**src/rtl/pc_pkg.sv**
```systemverilog
// Shared PC-unit types and default constants.
// pc_stage_t is the unpacked view of one stage_pc/stage_valid slot.
package pc_pkg;
  localparam int unsigned PC_WIDTH = 32;
  localparam int unsigned PC_STEP  = 4;

  typedef logic [PC_WIDTH-1:0] pc_t;

  localparam pc_t PC_RESET_VECTOR = '0;

  typedef struct packed {
    pc_t  pc;
    logic valid;
  } pc_stage_t;

  function automatic pc_stage_t pc_stage_pack(input pc_t pc, input logic valid);
    pc_stage_t s;
    s.pc    = pc;
    s.valid = valid;
    return s;
  endfunction
endpackage

```
**src/rtl/pc_stage_reg.sv**
```systemverilog
// One tracked pipeline stage: PC plus valid bit.
// flush and bubble both drop the valid bit and keep the PC; hold freezes the stage.
module pc_stage_reg
  import pc_pkg::*;
#(
  parameter int unsigned WIDTH = PC_WIDTH
) (
  input  logic             clk,
  input  logic             clr,
  input  logic             hold,
  input  logic             bubble,
  input  logic             flush,
  input  logic [WIDTH-1:0] d_pc,
  input  logic             d_valid,
  output logic [WIDTH-1:0] pc,
  output logic             valid
);
  always_ff @(posedge clk or negedge clr) begin
    if (!clr) begin
      pc    <= '0;
      valid <= 1'b0;
    end else if (flush || bubble) begin
      valid <= 1'b0;
    end else if (!hold) begin
      pc    <= d_pc;
      valid <= d_valid;
    end
  end
endmodule

```
**src/rtl/pc_pipeline_unit.sv**
```systemverilog
// Fetch PC register, next-PC mux, and per-stage PC/valid tracking.
// Priority: redirect > stall > sequential step.
module pc_pipeline_unit
  import pc_pkg::*;
#(
  parameter int unsigned      WIDTH        = PC_WIDTH,
  parameter logic [WIDTH-1:0] RESET_VECTOR = WIDTH'(PC_RESET_VECTOR),
  parameter int unsigned      STEP         = PC_STEP,
  parameter int unsigned      ALIGN_BITS   = 2,
  parameter int unsigned      DEPTH        = 3,
  parameter int unsigned      FLUSH_STAGES = 2
) (
  input  logic                   clk,
  input  logic                   clr,
  input  logic                   stall,
  input  logic                   redirect,
  input  logic [WIDTH-1:0]       redirect_pc,
  input  logic                   err_clr,
  output logic [WIDTH-1:0]       pc_out,
  output logic [WIDTH-1:0]       pc_next,
  output logic [DEPTH*WIDTH-1:0] stage_pc,
  output logic [DEPTH-1:0]       stage_valid,
  output logic                   misalign_err
);
  // ALIGN_BITS=0 yields an all-zero mask, which disables both forcing and the check.
  localparam logic [WIDTH-1:0] ALIGN_MASK =
    WIDTH'((64'(1) << ALIGN_BITS) - 64'(1));

  logic [DEPTH-1:0][WIDTH-1:0] spc;
  logic [DEPTH-1:0]            sval;
  logic                        misaligned;

  assign misaligned = redirect && (|(redirect_pc & ALIGN_MASK));

  always_comb begin
    pc_next = pc_out + WIDTH'(STEP);
    if (redirect)   pc_next = redirect_pc & ~ALIGN_MASK;
    else if (stall) pc_next = pc_out;
  end

  always_ff @(posedge clk or negedge clr) begin
    if (!clr) pc_out <= RESET_VECTOR;
    else      pc_out <= pc_next;
  end

  always_ff @(posedge clk or negedge clr) begin
    if (!clr)            misalign_err <= 1'b0;
    else if (misaligned) misalign_err <= 1'b1;
    else if (err_clr)    misalign_err <= 1'b0;
  end

  for (genvar k = 0; k < DEPTH; k++) begin : g_stage
    localparam bit IN_FLUSH = (k < FLUSH_STAGES);
    localparam bit IS_HEAD  = (k == 0);
    localparam bit IS_SLOT1 = (k == 1);

    logic [WIDTH-1:0] d_pc;
    logic             d_valid;
    logic             hold, bubble, flush;

    if (IS_HEAD) begin : g_head
      assign d_pc    = pc_out;
      assign d_valid = 1'b1;
    end else begin : g_body
      assign d_pc    = spc[k-1];
      assign d_valid = sval[k-1];
    end

    // Stall only shapes stages 0 and 1; a redirect overrides it everywhere.
    assign flush  = redirect && IN_FLUSH;
    assign hold   = !redirect && stall && IS_HEAD;
    assign bubble = !redirect && stall && IS_SLOT1;

    pc_stage_reg #(.WIDTH(WIDTH)) u_stage (
      .clk     (clk),
      .clr     (clr),
      .hold    (hold),
      .bubble  (bubble),
      .flush   (flush),
      .d_pc    (d_pc),
      .d_valid (d_valid),
      .pc      (spc[k]),
      .valid   (sval[k])
    );
  end

  assign stage_pc    = spc;
  assign stage_valid = sval;
endmodule

```
**config.mk**
```make
export PLATFORM = sky130hd
export DESIGN_NAME = pc_pipeline_unit
export DESIGN_NICKNAME = d
export VERILOG_FILES = /design/src/rtl/pc_pkg.sv /design/src/rtl/pc_stage_reg.sv /design/src/rtl/pc_pipeline_unit.sv
export SDC_FILE = /design/constraint.sdc
export NUM_CORES = 1
export LEC_CHECK = 0
export ABC_CLOCK_PERIOD_IN_PS = 3330
export CAP_MARGIN = 20
export CORE_MARGIN = 1.5
export CORE_UTILIZATION = 47
export DETAILED_ROUTE_END_ITERATION = 10
export PLACE_DENSITY = 0.92
export SETUP_SLACK_MARGIN = 0.05
export SYNTH_ARGS = -nofsm -noshare
export SYNTH_HDL_FRONTEND = slang
export SYNTH_SLANG_ARGS = --single-unit
```
**constraint.sdc**
```tcl
create_clock -name clk -period 3.33 [get_ports clk]
set_input_delay 0.666 -clock clk [delete_from_list [all_inputs] [get_ports clk]]
set_output_delay 0.666 -clock clk [all_outputs]
set_load 0.02 [all_outputs]
```
# Yosys cells after proc, flatten, opt, wreduce, memory -nomap -nowiden
# Index checks and enable logic that the tools add are counted.
dict set report op_classes {
  bitwise 2
  n_mux 7
  n_addsub 1
  eq_ne 1
  reduce_logical 7
}
# operator n
set op_table {}
lappend op_table {{32-bit 2-to-1 mux} 2}
lappend op_table {{32-bit by 3-bit adder with 32-bit output, second input constant} 1}
lappend op_table {{1-bit 2-to-1 mux} 5}
lappend op_table {{1-bit logical AND} 2}
lappend op_table {{2-bit != test, second input constant} 1}
lappend op_table {{1-bit NOT} 2}
lappend op_table {{2-bit AND reduction} 1}
lappend op_table {{2-bit nonzero test} 1}
lappend op_table {{2-bit OR reduction} 1}
lappend op_table {{1-bit zero test} 1}
lappend op_table {{1-bit logical OR} 1}
dict set report totals {
  wordCells 26
  output_inout_bits 164
  in_bits 37
  reg_bits 132
}

# Depth between registers and ports, before layout
dict set report depth {
  word_depth 4
  depth_mapped 7
  mapped_depth_nobuf 5
}

# By module
# Synthesis repeated with hierarchy kept, for this count alone.
dict set report hier_totals {
  cells_unflattened 430
  area_unflattened_um2 5670.4
}
# mod cells_per_inst area_each_um2 instances
set by_module_without_submodules {}
lappend by_module_without_submodules {pc_stage_reg 71 1251.2 3}
lappend by_module_without_submodules {pc_pipeline_unit 217 1916.8 1}

# Worst setup path before layout
# No wires, ideal clock.
dict set report synth_timing {
  path_type {input port to output port}
  start {input port stall}
  end {output port pc_next[20]}
  required_time_ns 2.664
  arrival_time_ns 2.234
  n_path_buf 2
  setup_slack_ns 0.430
  stages 6
  cell_sequence {buf_6 > and4b_1 > buf_4 > nand4_4 > or4_1 > a31oi_1}
}
dict set report synth_between {
  elab_chain_cells 2
}
# element line
set synth_rtl {}
lappend synth_rtl {{start, declared} pc_pipeline_unit.sv:15} ;# input logic stall,
lappend synth_rtl {{32-bit 2-to-1 mux} pc_pipeline_unit.sv:38} ;# else if (stall) pc_next = pc_out;
lappend synth_rtl {{32-bit 2-to-1 mux} pc_pipeline_unit.sv:37} ;# if (redirect) pc_next = redirect_pc & ~ALIGN_MASK;
lappend synth_rtl {{end, declared} pc_pipeline_unit.sv:20} ;# output logic [WIDTH-1:0] pc_next,
# No other way between the ends.

# Final worst setup path
dict set report layout_timing {
  start {register pc_out[3]}
  end {output port pc_next[24]}
}
dict set report layout_between {
  elab_chain_cells 3
}
# element line
set layout_rtl {}
lappend layout_rtl {{start, declared} pc_pipeline_unit.sv:19} ;# output logic [WIDTH-1:0] pc_out,
lappend layout_rtl {{start signal, assigned} pc_pipeline_unit.sv:43} ;# else pc_out <= pc_next;
lappend layout_rtl {{32-bit by 3-bit adder with 32-bit output} pc_pipeline_unit.sv:36} ;# pc_next = pc_out + WIDTH'(STEP);
lappend layout_rtl {{32-bit 2-to-1 mux} pc_pipeline_unit.sv:38}
lappend layout_rtl {{32-bit 2-to-1 mux} pc_pipeline_unit.sv:37}
# No other way between the ends.

==> out/metrics.yaml <==
run_status:
  status: "completed"
logic_synthesis:
  yosysTopAreaCell: "dfrtp_1"
  synth_fp_nets: 425
  yosys_register_bits: 132
  ys_seq_area_frac: 0.637
  synth_area_leaders: "dfrtp_1, mux2_2, or4_1, nand2_1, nand3_1"
  synth_top_area_frac: 0.637
  syn_area_um2: 5190
  async_flop_share: 1.00
  netlist_instances: 387
  avgSynthCellArea_um2: 13.4
  synth_edf_count: 0
  synth.distinct_cells: 35
  synth_ff_type: "dfrtp_1"
  yosysWarnings: 0
global_routing:
  grt_pass1_vias: 4216
  grt_pass1_wl_mm: 22.9
  grt_overflow: 0
  grt_antenna_before_repair: 0
  grtUsageTotal: 0.265
  grt_max_degree: 69
critical_path:
  critPathLaunch: "pc_out[3]$_DFF_PN0_"
  cp_common_cell: "buf_6"
  path_class: "register to output pin"
  reg2reg_slack_ns: 1.21
  r2r-start: "pc_out[3]$_DFF_PN0_"
  crit_buf_inv: 2
  critical_path_required_ns: 2.66
  crit_fanout: 5
  end_kind: "output pin"
  r2r-end: "pc_out[24]$_DFF_PN0_"
  crit_arrival_ns: 2.60
  cp-start-kind: "register"
  cp_slowest_cell: "or4_4"
  path_cells: "ha_2 > and4b_2 > buf_6 > nand4_4 > or4_4 > a31oi_4 > buf_6"
  crit_end: "pc_next[24]"
  r2r.worst_path.cells: 7
  crit_family: "simple AND/OR/NAND/NOR gates"
  critPathMaxStageDelay_ns: 0.58
  cp_num_cells: 7
run:
  drv_cap: 0
cts:
  clock_sinks: 132
  tritoncts: "done"
  path_clk_slew_ns: 0.06
  clock-root-buffer: "clkbuf_8"
  cts_hold_buf: 0
  htree_levels: 4
  clockBufferDepth: 2
  cts_buffers: 17
  clkLatencyLatePin_ns: 0.52
finish:
  mostFrequentLayoutCell: "clkdlybuf4s50_1"
  layout_common_cells: "clkdlybuf4s50_1, dfrtp_1, mux2_2"
  nNetsFinal: 662
  drive_above_1_share: 0.290
  syn2layout_area_growth_pct: 58.3
  n_antenna_cell: 0
power:
  switching_share: 0.305
  intPower_mw: 3.76
  power.total_mw: 5.41
  p_per_area_nw_per_um2: 658
  sequentialPowerShare: 0.396
  vdd_ir_drop_max_v: 0.000434
  p_comb_frac: 0.297
  leakage_nw: 3.47
  switchingPower_mw: 1.65
  pwr-share-clk: 0.308
routing:
  wl_met1_mm: 5.80
  wirelength_mm: 15.2
  vias: 4187
  via_per_inst: 5.40
  drtAntennaViolNets: 0
  wl_met3_mm: 1.02
  drt_first_pass_iters: 4
  topRoutingLayerUsed: "met4"
  wl_met2_mm: 8.11
  drc: 0
  drt_iter0_drc: 181
  wl_per_cell_um: 19.7
timing:
  slew_viol_final: 0
  period_share: 0.981
  relSlewSlack: 0.589
  post-route-min-period_ns: 3.27
  setup-tns-final_ns: 0
  finalHoldViolCount: 0
  fmax_mhz: 306
  setup_viol: 0
  fin_worst_skew_ns: 0.00730
  rsz0062_at_grt: "true"
  worst_pin_slew_ns: 0.616
placement:
  dpl.hpwl_mm: 10.3
  gp_congestion: 0.824
  portBuffers: 200
floorplanning:
  dieArea_um2: 11700
  fp.dieH_um: 108
  die_w_um: 108
  ios: 201
  row_count: 38
  start_util: 0.481
  coreArea_um2: 10800
min_path:
  hold_path.class: "input port to asynchronous set/reset pin"
-- area by class of cell --
class,instances,area (um^2)
clock buffers,27,522
clock inverters,3,17.5
fillers,663,2580
inverters,5,18.8
multi-input cells,225,1860
flip-flops and latches,132,3310
well taps,140,175
repair buffers,243,2310
-- flip-flops by register name, indices dropped and copies added, names as in the netlist --
signal / cells
g_stage.u_stage.pc: 96
misalign_err: 1
g_stage.u_stage.valid: 3
pc_out: 32
-- how the worst min path moves through the flow --
stage                     depth (start not counted)                                     to  slack (ns)                                  from
final                                             1    g_stage[2].u_stage.pc[11]$_DFF_PN0_        0.13                                   clr
after global placement                            0     g_stage[2].u_stage.valid$_DFF_PN0_        0.36    g_stage[1].u_stage.valid$_DFF_PN0_
after CTS                                         1    g_stage[2].u_stage.pc[11]$_DFF_PN0_        0.13                                   clr
after global routing                              1  g_stage[0].u_stage.pc[12]$_DFFE_PN0P_        0.16                                   clr
after detailed placement                          0     g_stage[2].u_stage.pc[1]$_DFF_PN0_        0.38  g_stage[1].u_stage.pc[1]$_DFFE_PN0P_
after floorplan                                   0     g_stage[2].u_stage.valid$_DFF_PN0_        0.35    g_stage[1].u_stage.valid$_DFF_PN0_
-- kinds of logic (layout without fill, tap and decap cells) --
group                    Yosys count  after routing  share of synthesized area
AO/OA/AOI/OAI                     44             44                     0.0533
XOR/XNOR                          11             11                     0.0186
AND/OR/NAND/NOR                  102            103                      0.113
adder cells (fa/ha/maj)            1              1                    0.00241
buffers and inverters             31            278                     0.0323
multiplexers                      66             66                      0.143
flip-flops                       132            132                      0.637
-- Yosys cell counts, drive strengths merged, types with 5 or more instances --
cell type	number
a31oi	12
and3	6
buf	19
clkbuf	7
dfrtp	132
inv	5
mux2	65
nand2	26
nand3	17
nand4	9
nor2	14
o211ai	5
o21ai	15
o31ai	10
or4	16
xor2	8
-- timing repair --
item | 4_1_cts | 5_1_grt
pin swaps | 7 | 5
gates cloned | 1 | 0
endpoints found under the setup margin | 27 | 18
buffers inserted | 4 | 8
resized for setup | 98 | 27
-- power by group through the flow --
stage                     combinational (mW)  clock [mW]  sequential, mW
after CTS                               1.59        1.69            2.14
after detailed placement                1.59           0            2.16
final                                   1.60        1.66            2.14
after floorplan                        0.322           0            2.51
after global routing                    1.69        1.76            2.17
after global placement                  1.56           0            2.14
-- stage by stage --
step	area, um^2	hold slack [ns]	setup WS, ns	instances	utilization
after CTS	8070	0.134	-0.0778	767	0.748
after floorplan	5190	0.355	0.430	387	-
final	8210	0.126	0.0638	775	0.761
after global routing	8210	0.159	-0.0407	775	0.761
after detailed placement	7480	0.380	-0.473	732	0.693
after global placement	7480	0.364	-0.412	732	0.693
-- per-layer routing --
layer,track usage,vias up
met2,0.467,187
met1,0.300,2104
met5,0,-
li1,-,1870
met4,0.105,0
met3,0.0808,26
Note: power is estimated with default switching activity, not from simulation.
